==> src/rtl/mgmt_ram_arbiter.sv <==
// mgmt_ram_arbiter
//   Two-master Wishbone arbiter and sequencer for the management-area R/W RAM.
//   One transaction at a time walks IDLE -> ISSUE -> DATA -> RESP. Masters are
//   picked round-robin. The RAM strobes are registered and issued for one cycle.
//   The synchronous-read data is steered back to the owner with a one-cycle ack.
//
// Ports
//   clk, resetn        : clock, synchronous active-low reset
//   mN_cyc_i/stb_i/we_i: Wishbone control for master N (0 = CPU, 1 = secondary)
//   mN_sel_i           : byte selects
//   mN_adr_i           : byte address (only word/block bits are decoded)
//   mN_dat_i           : write data
//   mN_ack_o           : single-cycle ack to the owning master
//   mN_dat_o           : read data, held until that master's next response
//   mgmt_ena/wen       : per-block enable / write enable
//   mgmt_wen_mask      : per-block byte write mask (4 bits per block)
//   mgmt_addr/wdata    : shared word address and write data
//   mgmt_rdata         : per-block read data, valid the cycle after ena
//   grant              : one-hot current owner, 00 when idle
module mgmt_ram_arbiter #(
  parameter int RAM_BLOCKS = 2,
  parameter int ADDR_WIDTH = 8
) (
  input  logic                     clk,
  input  logic                     resetn,
  input  logic                     m0_cyc_i,
  input  logic                     m0_stb_i,
  input  logic                     m0_we_i,
  input  logic [3:0]               m0_sel_i,
  input  logic [31:0]              m0_adr_i,
  input  logic [31:0]              m0_dat_i,
  output logic                     m0_ack_o,
  output logic [31:0]              m0_dat_o,
  input  logic                     m1_cyc_i,
  input  logic                     m1_stb_i,
  input  logic                     m1_we_i,
  input  logic [3:0]               m1_sel_i,
  input  logic [31:0]              m1_adr_i,
  input  logic [31:0]              m1_dat_i,
  output logic                     m1_ack_o,
  output logic [31:0]              m1_dat_o,
  output logic [RAM_BLOCKS-1:0]    mgmt_ena,
  output logic [RAM_BLOCKS-1:0]    mgmt_wen,
  output logic [RAM_BLOCKS*4-1:0]  mgmt_wen_mask,
  output logic [ADDR_WIDTH-1:0]    mgmt_addr,
  output logic [31:0]              mgmt_wdata,
  input  logic [RAM_BLOCKS*32-1:0] mgmt_rdata,
  output logic [1:0]               grant
);

  localparam int BLK_BITS = (RAM_BLOCKS > 1) ? $clog2(RAM_BLOCKS) : 0;
  // Block index is kept at least one bit wide so a single-block build still has a legal signal.
  localparam int BW = (BLK_BITS > 0) ? BLK_BITS : 1;

  typedef enum logic [1:0] {
    IDLE  = 2'd0,
    ISSUE = 2'd1,
    DATA  = 2'd2,
    RESP  = 2'd3
  } state_e;

  state_e                  state_q, state_d;
  logic                    ptr_q, ptr_d;
  logic [1:0]              grant_q, grant_d;
  logic                    we_q, we_d;
  logic [BW-1:0]           blk_q, blk_d;
  logic [RAM_BLOCKS-1:0]   ena_q, ena_d;
  logic [RAM_BLOCKS-1:0]   wen_q, wen_d;
  logic [RAM_BLOCKS*4-1:0] mask_q, mask_d;
  logic [ADDR_WIDTH-1:0]   addr_q, addr_d;
  logic [31:0]             wdata_q, wdata_d;
  logic [1:0]              ack_q, ack_d;
  logic [31:0]             dat0_q, dat0_d;
  logic [31:0]             dat1_q, dat1_d;

  logic                    m0_req, m1_req;
  logic [ADDR_WIDTH-1:0]   m0_word, m1_word;
  logic [BW-1:0]           m0_blk, m1_blk;
  logic                    pick_m1;
  logic                    owner_cyc;
  logic [31:0]             rd_word;
  logic                    unused_adr;

  assign m0_req  = m0_cyc_i & m0_stb_i;
  assign m1_req  = m1_cyc_i & m1_stb_i;
  assign m0_word = m0_adr_i[ADDR_WIDTH+1:2];
  assign m1_word = m1_adr_i[ADDR_WIDTH+1:2];

  // Byte-lane and range bits above the block select are qualified upstream.
  assign unused_adr = ^{m0_adr_i, m1_adr_i};

  generate
    if (BLK_BITS > 0) begin : g_blk
      assign m0_blk = m0_adr_i[ADDR_WIDTH+BLK_BITS+1:ADDR_WIDTH+2];
      assign m1_blk = m1_adr_i[ADDR_WIDTH+BLK_BITS+1:ADDR_WIDTH+2];
    end else begin : g_no_blk
      assign m0_blk = '0;
      assign m1_blk = '0;
    end
  endgenerate

  // Abort detection only looks at cyc of the master that currently owns the RAM.
  assign owner_cyc = grant_q[1] ? m1_cyc_i : m0_cyc_i;
  assign rd_word   = mgmt_rdata[{blk_q, 5'b00000} +: 32];

  always_comb begin
    state_d = state_q;
    ptr_d   = ptr_q;
    grant_d = grant_q;
    we_d    = we_q;
    blk_d   = blk_q;
    addr_d  = addr_q;
    wdata_d = wdata_q;
    ena_d   = '0;
    wen_d   = '0;
    mask_d  = '0;
    ack_d   = '0;
    dat0_d  = dat0_q;
    dat1_d  = dat1_q;
    pick_m1 = 1'b0;

    case (state_q)
      IDLE: begin
        if (m0_req || m1_req) begin
          // ptr_q = 1 means m1 wins a tie.
          pick_m1 = m1_req && (!m0_req || ptr_q);
          grant_d = pick_m1 ? 2'b10 : 2'b01;
          we_d    = pick_m1 ? m1_we_i : m0_we_i;
          blk_d   = pick_m1 ? m1_blk : m0_blk;
          addr_d  = pick_m1 ? m1_word : m0_word;
          wdata_d = pick_m1 ? m1_dat_i : m0_dat_i;
          // The strobes are loaded here so they are visible during ISSUE.
          ena_d[blk_d] = 1'b1;
          wen_d[blk_d] = we_d;
          if (we_d) begin
            mask_d[{blk_d, 2'b00} +: 4] = pick_m1 ? m1_sel_i : m0_sel_i;
          end
          state_d = ISSUE;
        end
      end
      ISSUE, DATA: begin
        if (!owner_cyc) begin
          // Abandoned by the owner. The RAM access already happened. Drop the ack, but still rotate.
          state_d = IDLE;
          grant_d = 2'b00;
          ptr_d   = grant_q[0];
        end else if (state_q == ISSUE) begin
          state_d = DATA;
        end else begin
          if (grant_q[1]) begin
            dat1_d = we_q ? 32'd0 : rd_word;
          end else begin
            dat0_d = we_q ? 32'd0 : rd_word;
          end
          ack_d   = grant_q;
          state_d = RESP;
        end
      end
      RESP: begin
        state_d = IDLE;
        grant_d = 2'b00;
        ptr_d   = grant_q[0];
      end
      default: begin
        state_d = IDLE;
        grant_d = 2'b00;
      end
    endcase
  end

  always_ff @(posedge clk) begin
    if (!resetn) begin
      state_q <= IDLE;
      ptr_q   <= 1'b0;
      grant_q <= 2'b00;
      we_q    <= 1'b0;
      blk_q   <= '0;
      ena_q   <= '0;
      wen_q   <= '0;
      mask_q  <= '0;
      addr_q  <= '0;
      wdata_q <= '0;
      ack_q   <= 2'b00;
      dat0_q  <= '0;
      dat1_q  <= '0;
    end else begin
      state_q <= state_d;
      ptr_q   <= ptr_d;
      grant_q <= grant_d;
      we_q    <= we_d;
      blk_q   <= blk_d;
      ena_q   <= ena_d;
      wen_q   <= wen_d;
      mask_q  <= mask_d;
      addr_q  <= addr_d;
      wdata_q <= wdata_d;
      ack_q   <= ack_d;
      dat0_q  <= dat0_d;
      dat1_q  <= dat1_d;
    end
  end

  assign mgmt_ena      = ena_q;
  assign mgmt_wen      = wen_q;
  assign mgmt_wen_mask = mask_q;
  assign mgmt_addr     = addr_q;
  assign mgmt_wdata    = wdata_q;
  assign grant         = grant_q;
  assign m0_ack_o      = ack_q[0];
  assign m1_ack_o      = ack_q[1];
  assign m0_dat_o      = dat0_q;
  assign m1_dat_o      = dat1_q;

endmodule

==> config.mk <==
export PLATFORM = sky130hd
export DESIGN_NAME = mgmt_ram_arbiter
export DESIGN_NICKNAME = d
export VERILOG_FILES = /design/src/rtl/mgmt_ram_arbiter.sv
export SDC_FILE = /design/constraint.sdc
export NUM_CORES = 1
export LEC_CHECK = 0
export ABC_AREA = 1
export ABC_CLOCK_PERIOD_IN_PS = 1750
export BUFFER_PORTS_ARGS = -buffer_cell sky130_fd_sc_hd__buf_2
export CAP_MARGIN = 20
export CORE_ASPECT_RATIO = 1.5
export CORE_UTILIZATION = 35
export CTS_BUF_LIST = sky130_fd_sc_hd__clkbuf_8 sky130_fd_sc_hd__clkbuf_16
export CTS_CLUSTER_SIZE = 40
export DETAILED_ROUTE_END_ITERATION = 8
export GPL_TIMING_DRIVEN = 0
export PLACE_DENSITY = 0.67
export SETUP_SLACK_MARGIN = 0.3
export SLEW_MARGIN = 20
export SYNTH_ARGS = -nofsm -noshare
export SYNTH_HDL_FRONTEND = slang
export SYNTH_SLANG_ARGS = --single-unit
==> constraint.sdc <==
create_clock -name clk -period 1.75 [get_ports clk]
set_input_delay 0.175 -clock clk [delete_from_list [all_inputs] [get_ports clk]]
set_output_delay 0.175 -clock clk [all_outputs]
set_load 0.1 [all_outputs]
After elaboration in Yosys (flattened, before gate mapping)
Index checks and enable logic that the tools add are counted.

word-level totals
  memories = 0
  bits in read-only memories = 0
  input bits = 208
  bits in registers = 125
  memory bits (writable) = 0
  word-level logic and storage cells = 68
  bits in latches = 0
  output and inout bits = 120

operators by class
  multiply operators = 0
  equality and inequality tests = 5
  bitwise logic cells = 9
  add/sub/neg operators = 1
  $lt $le $gt $ge = 2
  shift-type cells = 3
  reductions and logical operators = 16
  div/mod/pow operators = 0
  multiplexer cells = 19

operators with widths
  cell                   number
  $mux 32                2
  $shiftx 64x7->32       1
  $pmux 2 s3             2
  $reduce_and 4->1       3
  $mux 2                 5
  $and 8x8->8            1
  $mux 8                 1
  $shift 4x5->8 const A  1
  $shiftx 4x5->8         1
  $mux 1                 6
  $reduce_and 2->1       3
  $neg 3->5              1
  $not 1->1              5
  $eq 2x2->1 const B     2
  $mux 4                 1
  $ne 2x2->1 const B     2
  $reduce_or 4->1        1
  $reduce_and 3->1       1
  $and 1x1->1            2
  $and 2x2->2            1
  $eq 2x1->1 const B     1
  $logic_and 1x1->1      2
  $logic_not 2->1        1
  $logic_or 1x1->1       2
  7 further kinds        7

Logic depth before layout (Yosys ltp)
Gate-level depths: netlist of run 1.

  word-level depth = 10
  depth in mapped cells = 10
  gate-level depth less buffers = 8

Least setup slack after synthesis of run 1
OpenSTA, ideal clock, no wires.

  path type = register -> register
  start point = register grant_q[1] (netlist: grant[1])
  end point = register dat1_q[10] (netlist: m1_dat_o[10])
  slack = -0.231 ns
  clock period less this slack = 1.981 ns
  data required time = 1.683 ns
  arrival = 1.914 ns
  buffers on the path = 1
  library setup time = 0.067 ns
  cell stages (with the launch flop) = 6
  cells stage by stage = dfxtp_1 -> nand4_1 -> inv_1 -> buf_2 -> o21ai_0 -> nor2_1

on the way
  word-level cells in the longest chain between the ends = 2

ends and longest elaborated chain
  what                                 RTL line  RTL
  start: declaration                   64        logic [1:0] grant_q, grant_d;
  start signal: assignment             189       grant_q <= grant_d;
  $mux 1                               103       assign owner_cyc = grant_q[1] ? m1_cyc_i : m0_cyc_i;
  $reduce_and 4->1 (no source line) *  -
  end signal: assignment               199       dat1_q <= dat1_d;
  end: declaration                     74        logic [31:0] dat1_q, dat1_d;

Every way passes the cells marked *; elsewhere a longest branch is shown, timed or not.
A chain may end at the register's enable or synchronous reset.

Final worst setup path of run 1
  start point = register state_q[0]
  end point = register dat0_q[27] (netlist: m0_dat_o[27])

on the way
  word-level cells in the longest chain between the ends = 3
  elaborated cells between the ends (all ways) = 5
  classes of those cells = eq/ne (2); bitwise (1); reduce/logical (2)

ends and longest elaborated chain
  what                                          RTL line  RTL
  start: declaration                            62        state_e state_q, state_d;
  start signal: assignment                      187       state_q <= state_d;
  $eq 2x1->1 or $eq 2x2->1 (tied branches)      122, 147
  $reduce_or 2->1 or $not 1->1 (tied branches)  -
  $reduce_and 4->1 (no source line) *           -
  end signal: assignment                        198       dat0_q <= dat0_d;
  end: declaration                              73        logic [31:0] dat0_q, dat0_d;

Marked as above.

==> results of run 1 <==
-- registers in the layout, summed over array words and instances (netlist names), 8 cells and up --
| name | count |
|---|---|
| mgmt_wen_mask | 8 |
| mgmt_addr | 8 |
| m0_dat_o | 32 |
| m1_dat_o | 32 |
| mgmt_wdata | 32 |
-- power by group through the flow --
stage                     Clock, mW  Sequential [mW]  Combinational, mW
after floorplan                   0             6.46               2.00
after global placement            0             3.59               6.16
after detailed placement          0             3.60               6.18
after CTS                      3.86             3.55               6.77
after global routing           3.98             3.63               7.96
final                          3.78             3.58               7.52
-- placed cells by master, fill, tap and decap left out, types with 3 or more instances in the layout --
cell type / instances
o21ai_0: 53
o21ai_1: 12
nand3b_1: 24
nor2_1: 175
buf_4: 22
nand2_1: 148
clkbuf_1: 11
inv_6: 3
buf_2: 286
a21oi_1: 46
buf_8: 7
clkbuf_2: 14
clkinvlp_4: 3
nand2_2: 3
nor2_4: 6
dfxtp_1: 121
clkbuf_4: 4
nand3_4: 4
a21oi_2: 15
bufinv_16: 4
inv_2: 3
clkbuf_16: 23
o21ai_2: 3
buf_6: 10
inv_1: 49
nand3_1: 53
nand4_1: 15
nand3_2: 12
nor2_2: 8
-- worst max-delay path by stage --
stage / slack [ns] / from / cells after the start / endpoint
4_1_cts: 0.29 / state_q[1]$_SDFFE_PN0P_ / 7 / m0_dat_o[18]$_SDFFE_PN0P_
3_5_place_dp: -0.27 / state_q[1]$_SDFFE_PN0P_ / 7 / m0_dat_o[12]$_SDFFE_PN0P_
6_report: 0.26 / state_q[0]$_SDFFE_PN0P_ / 7 / m0_dat_o[27]$_SDFFE_PN0P_
2_1_floorplan: 0.29 / state_q[0]$_SDFFE_PN0P_ / 7 / m1_dat_o[10]$_SDFFE_PN0P_
3_3_place_gp: -0.27 / state_q[1]$_SDFFE_PN0P_ / 7 / m0_dat_o[14]$_SDFFE_PN0P_
5_1_grt: 0.19 / state_q[0]$_SDFFE_PN0P_ / 7 / m0_dat_o[26]$_SDFFE_PN0P_
-- worst reg2reg max path: cells and delay by family (launching register included) --
family / cells / cell delay (ns)
buffers and inverters: 3 / 0.36
and+or+nand+nor: 1 / 0.06
adders and majority gates: 1 / 0.27
DFF: 1 / 0.37
AOI/OAI and AO/OA: 2 / 0.37
-- stage by stage --
step / worst slack, ns / hold WS, ns / std cells
3_5_place_dp: -0.267 / 0.452 / 1307
3_3_place_gp: -0.271 / 0.449 / 1307
4_1_cts: 0.285 / 0.0463 / 1351
5_1_grt: 0.187 / 0.0621 / 1366
2_1_floorplan: 0.285 / 0.373 / 824
6_report: 0.257 / 0.0653 / 1366
-- layout make-up --
type                            count  area share [%]
Clock inverter                     14            2.20
Sequential cell                   125            28.8
Tap cell                          203            2.91
Inverter                           55            2.68
Clock buffer                       18            5.04
Buffer                             58            4.71
Multi-Input combinational cell    587            33.6
Timing Repair Buffer              306            20.0
-- repair_timing --
| item | 4_1_cts | 5_1_grt |
|---|---|---|
| setup endpoints to repair | 122 | 116 |
| buffers inserted | 11 | 7 |
| pin swaps | 5 | 32 |
| resized for setup | 63 | 115 |
| gates cloned | 1 | 8 |
-- cell families after synthesis --
logic type	Yosys count	share of synthesized area, %
and+or+nand+nor	452	34.4
adders and majority gates	3	0.672
DFF	125	44.8
buffers and inverters	113	8.24
AOI/OAI and AO/OA	131	11.9
-- Yosys cell counts (all sizes together), types with 3 or more instances --
cell type | number | share of area (%)
nand3 | 69 | 6.3
ha | 3 | 0.67
inv | 54 | 3.7
nand2 | 153 | 10
dfxtp | 125 | 45
nand4 | 15 | 1.7
nand3b | 24 | 3.2
buf | 27 | 2.4
clkbuf | 31 | 2.1
a21oi | 61 | 5.5
o21ai | 68 | 6.1
nor2 | 189 | 13
-- metal layers --
| metal | global-route usage (%) | wire (um) |
|---|---|---|
| met1 | 24.8 | 7970 |
| met2 | 44.4 | 11000 |
| met3 | 5.91 | 1050 |
| met4 | 7.91 | 357 |
| met5 | 0 | 0 |
==> summary.txt, run 1 <==
Floorplan
  – Die height: 157 um
  – Die Wd: 105 um
  – Io pins: 328
  – Initial Util: 35.8%
  – Row count: 56
  – Die area: 16500 um2
  – Core area: 15600 um2

Yosys
  – Avg Cell Area, Syn: 6.78 um2
  – Post-synthesis sequential area ratio: 44.8%
  – Synth Cell Area: 5590 um2
  – #FFs+latches synth: 125
  – Share of flip-flops with an asynchronous set or reset: 0%
  – Synth Instances: 824
  – Number of synthesized flops with an enable pin: 0
  – Syn_nets: 1035
  – Synth cell types: 23
  – Synth Warn #: 0
  – Main flop type after synthesis: dfxtp_1

CTS
  – Clock slew at reported path FFs: 0.06 ns
  – CTS tree: built
  – Clk root buf: clkbuf_16
  – Sink Count: 125
  – TritonCTS buffer count: 17
  – Hold_buf cts: 0
  – Clock Latency Late Sink: 0.41 ns
  – Clk buf depth: 2
  – CTS H-Tree Depth: 4

STA
  – Worst Tran Pin Value: 0.702 ns
  – FMAX: 670 MHz
  – Final Hold Fails: 0
  – Unrepaired setup endpoints after global routing: yes
  – Max-slew headroom: 53.2%
  – Slew Viols, Final: 0
  – Worst Skew: 0.00839 ns
  – Final setup fails: 0
  – Tcrit/Tclk final: 85.3%
  – Setup Total Neg Slack: 0 ns
  – Crit path time final: 1.49 ns

Place
  – GPL Wtd Cong: 0.826
  – PortBufs: 280
  – Cell area after placement: 7250 um2
  – DP HPWL: 14600 um

Min path
  – Worst hold path cell count: 3
  – Worst Hold Endpoint: mgmt_wen[0]$_SDFF_PN0_
  – Hold Startpoint: m1_we_i
  – Worst min path class: in -> reg

Power
  – Net Sw Power: 7.07 mW
  – Final Total Pwr: 14.9 mW
  – Sw Share: 47.5%
  – Combinational Power Share: 50.5%
  – Clock network power share: 25.4%
  – Leakage: 4.38 nW
  – Sequential share of power: 24.0%
  – Internal: 7.82 mW
  – Peak supply drop: 0.000779 V
  – Power per cell area: 1710 nW/um2

Detailed routing
  – Routed WL per cell: 14.9 um
  – Initial DRC Count: 257
  – DRC viols: 0
  – Vias: 6511
  – ANT nets after route: 0
  – WL final: 20300 um
  – Pre-antenna DRT Iters: 5
  – Post-DR vias/cell: 4.77

Flow run
  – Max-capacitance violation count: 0

Layout
  – Final nets: 1361
  – Register area: 2510 um2
  – Design area: 8720 um2
  – Synthesis-to-finish area growth: 55.9%
  – FILL cells: 1541
  – Post-layout util: 55.8%
  – Multi-input logic area: 2930 um2
  – Layout cells sized above 1: 38.6%
  – Antenna diodes: 0

Setup path
  – CP Max Fanout: 7
  – Flop2flop setup slack: 0.26 ns
  – Reg-to-Reg Start: state_q[0]$_SDFFE_PN0P_
  – Critical Path RT: 2.08 ns
  – Buf/Inv on CP: 3
  – Crit path DAT: 1.82 ns
  – Crit path cell chain: inv_4 -> ha_4 -> a21boi_4 -> buf_12 -> clkbuf_16 -> nand3_2 -> a21oi_1
  – Worst path slowest cell: dfxtp_4
  – Crit path largest cell delay: 0.37 ns
  – Critical Path Source Type: flip-flop
  – Delay-heaviest family, CP: flip-flops
  – CP Capture Type: flip-flop
  – Worst r2r path cells: 7
  – Crit Path Category: reg -> reg
  – Worst reg2reg endpoint: m0_dat_o[27]$_SDFFE_PN0P_

Global routing
  – Initial antenna violation count: 0
  – Total track usage: 23.4%
  – Remaining global-route overflow: 0
  – Vias in the first global route: 6079
  – Largest net degree at the start of global routing: 17
  – First-pass GRT wire length: 30000 um

Outcome
  – Status: completed
No activity file was read; power rests on OpenSTA's default activity.
==> inputs of run 2 (changes only) <==
--- a/config.mk
+++ b/config.mk
@@ -19,2 +19,3 @@
 export SETUP_SLACK_MARGIN = 0.3
+export SKIP_CTS_REPAIR_TIMING = 1
 export SLEW_MARGIN = 20
--- a/constraint.sdc
+++ b/constraint.sdc
@@ -3,2 +3,2 @@
 set_output_delay 0.175 -clock clk [all_outputs]
-set_load 0.1 [all_outputs]
+set_load 0.01 [all_outputs]
==> run 2 against run 1 <==
  * Sequential power hardly changed
  * Non-clock buffer count decreased by 5
  * Largest cell class unchanged
  * Core utilization fell by 1.8 points
  * Via count increased by 0.77%
  * Highest routed layer unchanged
  * Critical path type unchanged
==> summary.txt, run 2 (synthesized netlist as in run 1, its figures left out) <==
STA
  – Unrepaired setup endpoints after global routing: yes
  – Slew Viols, Final: 0 (unchanged)
  – Worst Skew: 0.0102 ns (+0.00176 ns)
  – Final Hold Fails: 0 (unchanged)
  – Setup Total Neg Slack: 0 ns (unchanged)
  – Post-route setup slack: 0.246 ns (-0.0110 ns)
  – Worst Tran Pin Value: 0.720 ns (+0.0186 ns)
  – WHS: 0.0646 ns (-0.000684 ns)
  – Final setup fails: 0 (unchanged)
  – Tcrit/Tclk final: 86.0% (+0.63 points)
  – FMAX: 665 MHz (-0.73%)
  – Max-slew headroom: 52.0% (-1.2 points)
  – Crit path time final: 1.50 ns (+0.0110 ns)

Power
  – Net Sw Power: 4.09 mW (-42%)
  – Leakage: 4.31 nW (-1.6%)
  – Clock network power share: 30.5% (+5.1 points)
  – Sw Share: 35.3% (-12 points)
  – Power per cell area: 1370 nW/um2 (-20%)
  – Internal: 7.50 mW (-4.0%)
  – Sequential share of power: 30.8% (+6.8 points)
  – Combinational Power Share: 38.7% (-12 points)
  – Peak supply drop: 0.000725 V (-6.9%)

Floorplan
  – Row count: 56 (unchanged)
  – Die area: 16500 um2 (unchanged)
  – Die Wd: 105 um (unchanged)
  – Die height: 157 um (unchanged)
  – Initial Util: 35.8% (unchanged)
  – Core area: 15600 um2 (unchanged)
  – Io pins: 328 (unchanged)

Place
  – Pre-CTS setup slack: -0.243 ns (+0.0234 ns)
  – GPL Wtd Cong: 0.811 (-1.9%)
  – DP HPWL: 14700 um (+0.52%)
  – Placed cell count: 1307 (unchanged)
  – PortBufs: 280 (unchanged)

Setup path
  – Critical Path Start: state_q[0]$_SDFFE_PN0P_
  – CP Capture Type: flip-flop
  – Reg-to-Reg Start: state_q[0]$_SDFFE_PN0P_
  – CP Max Fanout: 8 (+1)
  – Flop2flop setup slack: 0.25 ns (about the same)
  – Crit Path Category: reg -> reg
  – Critical Path Source Type: flip-flop
  – Critical Path RT: 2.08 ns (about the same)
  – Crit path DAT: 1.83 ns (about the same)

Global routing
  – Largest net degree at the start of global routing: 17 (unchanged)
  – Initial antenna violation count: 0 (unchanged)
  – Total track usage: 23.2% (-0.18 points)
  – First-pass GRT wire length: 30000 um (about the same)
  – Remaining global-route overflow: 0 (unchanged)
  – Vias in the first global route: 5906 (-2.8%)

CTS
  – CTS tree: built
  – Sink Count: 125 (unchanged)
  – Clk buf depth: 2 (unchanged)
  – CTS H-Tree Depth: 4 (unchanged)
  – Clk root buf: clkbuf_16
  – Clock Latency Late Sink: 0.41 ns (about the same)
  – TritonCTS buffer count: 17 (unchanged)
  – Clock slew at reported path FFs: 0.06 ns (about the same)

Min path
  – Hold Startpoint: m1_we_i
  – Worst min path class: in -> reg

Detailed routing
  – Routed WL per cell: 14.7 um (-0.96%)
  – Post-DR vias/cell: 4.82 (+1.1%)
  – Pre-antenna DRT Iters: 5 (unchanged)
  – DRC viols: 0 (unchanged)
  – Initial DRC Count: 313 (+22%)
  – Vias: 6561 (+0.77%)
  – WL final: 20100 um (-1.3%)
  – ANT nets after route: 0 (unchanged)

Layout
  – Final Non-Filler Cells: 1361 (-0.37%)
  – Synthesis-to-finish area growth: 50.9%
  – Layout cells sized above 1: 36.2% (-2.4 points)
  – Final nets: 1356 (-0.37%)
  – Most common cell after layout, fill and taps aside: buf_2
  – Post-layout util: 54.0% (-1.8 points)
  – Most frequent cells in the layout: buf_2 (287), nor2_1 (182), nand2_1 (149)
  – FILL cells: 1613 (+4.7%)
  – Antenna diodes: 0 (unchanged)

Flow run
  – Max-capacitance violation count: 0 (unchanged)

Outcome
  – Status: completed
[run 2: cell count changes in the layout (fill, tap and decap cells not counted), sizes merged]
cell,previous run,this run
nand2,154,153
bufinv,4,3
clkbuf,53,48
nand3,69,70
clkinvlp,3,2
clkinv,6,7
inv,56,57
[run 2: critical path, cell delays in order, from the launching register on]
cell and delay (ns):
dfxtp_2 0.36, inv_2 0.05, ha_4 0.28, a21boi_4 0.22, buf_12 0.16, buf_6 0.12, nand3_1 0.09, a21oi_2 0.14
[run 2: per-stage QoR]
stage / power [mW] / area, um2
2_1_floorplan: 5.72 / 5600
3_3_place_gp: 6.99 / 7250
3_5_place_dp: 7.03 / 7250
4_1_cts: 10.6 / 7840
5_1_grt: 12.3 / 8440
6_report: 11.6 / 8440
[run 2: cell type report]
class / count / area (um2) / area share (%)
plain buffers: 58 / 413 / 4.89
clock inverters: 14 / 154 / 1.82
repair buffers: 301 / 1640 / 19.4
well taps: 203 / 254 / 3.01
inverters: 55 / 221 / 2.63
multi-input cells: 587 / 2810 / 33.3
clock buffers: 18 / 439 / 5.21
flip-flops and latches: 125 / 2510 / 29.7
[run 2: path summary, 6_finish.rpt]
path | cells after the start | to
setup / recovery | 7 | m0_dat_o[30]$_SDFFE_PN0P_
hold / removal | 3 | mgmt_wen[0]$_SDFF_PN0_
setup reg to reg | 7 | m0_dat_o[30]$_SDFFE_PN0P_
hold reg to reg | 2 | mgmt_wdata[30]$_SDFFE_PN0P_
[run 2: power by group through the flow]
stage,combinational [mW],clock [mW],sequential (mW)
global placement,3.40,0,3.59
floorplan,1.95,0,3.77
detailed placement,3.43,0,3.61
finish,4.49,3.53,3.57
CTS,3.44,3.58,3.55
global route,4.94,3.72,3.62
[run 2: routing by layer]
layer	share of wire [%]	vias to the layer above	routed length [um]	GRT usage [%]
met2	53	224	10600	42.9
li1	-	3297	-	-
met4	2.2	0	441	8.65
met1	39	3007	7920	25.5
met5	0	-	0	0
met3	5.3	33	1060	5.54
==> inputs of run 3 (changes only) <==
Settings changed: ABC_AREA 1 to unset, CAP_MARGIN 20 to unset, PLACE_DENSITY 0.67 to 0.65.
==> run 3 against run 2 <==
  * Non-clock buffer count grew 13
  * Register-to-register slack got worse by 0.11 ns
  * Clock skew fell by 0.0032 ns
  * Wire length up 5.9%
  * Critical endpoint is now m0_dat_o[26]$_SDFFE_PN0P_
  * Largest power group is now the clock network
  * Highest routed layer is now met5
==> summary.txt, run 3 <==
Yosys
  – Largest cells by area after synthesis: dfxtp_1 (42%), a21oi_1 (9.8%), a311oi_2 (9.7%), nand3b_1 (8.1%), mux2_2 (6.0%)
  – Number of synthesized flops with an enable pin: 0 (unchanged)
  – Synth top area share: 41.5% (-3.2 points)
  – Cell with the most instances after synthesis: dfxtp_1
  – #FFs+latches synth: 125 (unchanged)
  – Syn_nets: 884 (-15%)
  – Synth Warn #: 0 (unchanged)
  – Main flop type after synthesis: dfxtp_1
  – Synth Instances: 673 (-18%)
  – Post-synthesis sequential area ratio: 41.5% (-3.2 points)
  – Avg Cell Area, Syn: 8.96 um2 (+32%)
  – Post-synth top cells: dfxtp_1 (125), a21oi_1 (118), nand2_1 (70)
  – Post-synth top area cell: dfxtp_1
  – Synth cell types: 39 (+70%)
  – Synth Cell Area: 6030 um2 (+7.8%)
  – Share of flip-flops with an asynchronous set or reset: 0% (unchanged)

Setup path
  – Worst path slowest cell: dfxtp_2
  – Worst r2r path cells: 8 (+1)
  – Crit Path Category: reg -> reg
  – CP Capture Point: m0_dat_o[26]$_SDFFE_PN0P_
  – Critical Path Source Type: flip-flop
  – Crit path cell chain: inv_2 -> ha_4 -> buf_8 -> nor4bb_4 -> buf_6 -> buf_4 -> nand3b_1 -> a21oi_1
  – Critical Path RT: 2.09 ns (about the same)
  – CP Capture Type: flip-flop
  – Worst reg2reg endpoint: m0_dat_o[26]$_SDFFE_PN0P_
  – CP Max Fanout: 7 (-1)
  – Crit path DAT: 1.95 ns (+0.12 ns)
  – Reg-to-Reg Start: state_q[1]$_SDFFE_PN0P_
  – Critical Path Start: state_q[1]$_SDFFE_PN0P_
  – Crit path largest cell delay: 0.35 ns (about the same)
  – Flop2flop setup slack: 0.14 ns (-0.11 ns)

Layout
  – Antenna diodes: 0 (unchanged)
  – Synthesis-to-finish area growth: 46.7%
  – Design area: 8840 um2 (+4.8%)
  – Post-layout util: 52.5% (-1.5 points)
  – Final Non-Filler Cells: 1206 (-11%)
  – Final nets: 1195 (-12%)
  – Layout cells sized above 1: 47.5% (+11 points)
  – Most frequent cells in the layout: buf_2 (286), dfxtp_1 (123), a21oi_1 (102)
  – Most common cell after layout, fill and taps aside: buf_2

CTS
  – CTS H-Tree Depth: 4 (unchanged)
  – CTS tree: built
  – Clock Latency Late Sink: 0.41 ns (about the same)
  – Sink Count: 125 (unchanged)
  – Clk root buf: clkbuf_16
  – Clk buf depth: 2 (unchanged)
  – TritonCTS buffer count: 17 (unchanged)
  – Clock slew at reported path FFs: 0.06 ns (about the same)

Floorplan
  – Die Wd: 109 um (+3.8%)
  – Initial Util: 35.8% (about the same)
  – Row count: 58 (+3.6%)
  – Core area: 16800 um2 (+7.8%)
  – Die area: 17800 um2 (+7.7%)
  – Io pins: 328 (unchanged)
  – Die height: 163 um (+3.8%)

STA
  – Unrepaired setup endpoints after global routing: yes
  – Max-slew headroom: 45.4% (-6.6 points)
  – Final Hold Fails: 0 (unchanged)
  – FMAX: 620 MHz (-6.8%)
  – Slew Viols, Final: 0 (unchanged)
  – Worst Skew: 0.00695 ns (-0.00321 ns)
  – Setup Total Neg Slack: 0 ns (unchanged)
  – Final setup fails: 0 (unchanged)
  – Worst Tran Pin Value: 0.819 ns (+0.0990 ns)
  – Crit path time final: 1.61 ns (+0.109 ns)
  – Post-route setup slack: 0.136 ns (-0.109 ns)
  – WHS: 0.0344 ns (-0.0303 ns)
  – Tcrit/Tclk final: 92.2% (+6.3 points)

Detailed routing
  – ANT nets after route: 0 (unchanged)
  – Post-DR vias/cell: 5.28 (+9.5%)
  – Routed WL per cell: 17.6 um (+20%)
  – Vias: 6366 (-3.0%)
  – Pre-antenna DRT Iters: 5 (unchanged)
  – Initial DRC Count: 349 (+12%)
  – WL final: 21300 um (+5.9%)
  – DRC viols: 0 (unchanged)

Global routing
  – Total track usage: 22.6% (-0.64 points)
  – Vias in the first global route: 5861 (-0.76%)
  – Largest net degree at the start of global routing: 17 (unchanged)
  – Initial antenna violation count: 1 (+1)
  – Remaining global-route overflow: 0 (unchanged)
  – First-pass GRT wire length: 30700 um (+2.2%)

Power
  – Final Total Pwr: 9.32 mW (-20%)
  – Peak supply drop: 0.000549 V (-24%)
  – Sequential share of power: 33.8% (+3.0 points)
  – Net Sw Power: 2.60 mW (-37%)
  – Sw Share: 27.8% (-7.4 points)
  – Internal: 6.73 mW (-10%)
  – Power per cell area: 1050 nW/um2 (-23%)
  – Combinational Power Share: 21.8% (-17 points)
  – Leakage: 3.65 nW (-15%)
  – Clock network power share: 44.4% (+14 points)

Min path
  – Worst hold path cell count: 3 (unchanged)
  – Worst min path class: in -> reg

Place
  – DP HPWL: 15400 um (+5.2%)
  – PortBufs: 279 (-0.36%)
  – Placed cell count: 1162 (-11%)
  – Cell area after placement: 7760 um2 (+7.0%)
  – GPL Wtd Cong: 0.824 (+1.6%)
  – Pre-CTS setup slack: -0.160 ns (+0.0837 ns)

Outcome
  – Status: completed

Flow run
  – Max-capacitance violation count: 0 (unchanged)
[run 3: cell families (layout without fill, tap and decap cells)]
| family | count (synthesis) | after routing | synth area share [%] |
|---|---|---|---|
| compound gates | 220 | 220 | 25.8 |
| fa+ha+maj | 3 | 3 | 0.623 |
| buf+inv | 84 | 407 | 6.33 |
| flops | 125 | 125 | 41.5 |
| mux | 35 | 35 | 6.50 |
| simple gates | 206 | 206 | 19.2 |
[run 3: metal layers]
metal  global-route usage (%)  wire (um)  vias up
li1                         -          -     3093
met1                     24.8       7880     2981
met2                     41.0      11500      249
met3                     5.32       1250       41
met4                     8.66        616        2
met5                        0         13        -
[run 3: how the worst min path moves through the flow]
stage	startpoint	to
after global routing	m1_sel_i[0]	mgmt_wen_mask[0]$_SDFF_PN0_
after detailed placement	m1_dat_o[30]$_SDFFE_PN0P_	m1_dat_o[30]$_SDFFE_PN0P_
after CTS	m1_sel_i[0]	mgmt_wen_mask[0]$_SDFF_PN0_
final	m1_sel_i[0]	mgmt_wen_mask[4]$_SDFF_PN0_
after global placement	m1_dat_o[30]$_SDFFE_PN0P_	m1_dat_o[30]$_SDFFE_PN0P_
after floorplan	resetn	ptr_q$_SDFFE_PN0P_
[run 3: critical path, delay by kind of cell, from the launching register on]
family | cells | cell delay [ns]
AO/OA/AOI/OAI | 1 | 0.13
adder cells (fa/ha/maj) | 1 | 0.26
buffers and inverters | 4 | 0.50
flip-flops | 1 | 0.35
AND/OR/NAND/NOR | 2 | 0.30
[run 3: layout make-up]
class	instances	area [um2]
flip-flops and latches	125	2510
multi-input cells	464	3260
clock buffers	19	453
clock inverters	12	231
inverters	4	20.0
plain buffers	80	522
fillers	1630	8000
well taps	210	263
repair buffers	292	1580
[run 3: power by group through the flow]
| stage | combinational [mW] | clock, mW | sequential, mW |
|---|---|---|---|
| after global routing | 2.19 | 4.33 | 3.17 |
| after floorplan | 1.09 | 0 | 3.29 |
| after global placement | 1.86 | 0 | 3.20 |
| final | 2.03 | 4.14 | 3.15 |
| after CTS | 1.87 | 4.20 | 3.15 |
| after detailed placement | 1.87 | 0 | 3.21 |
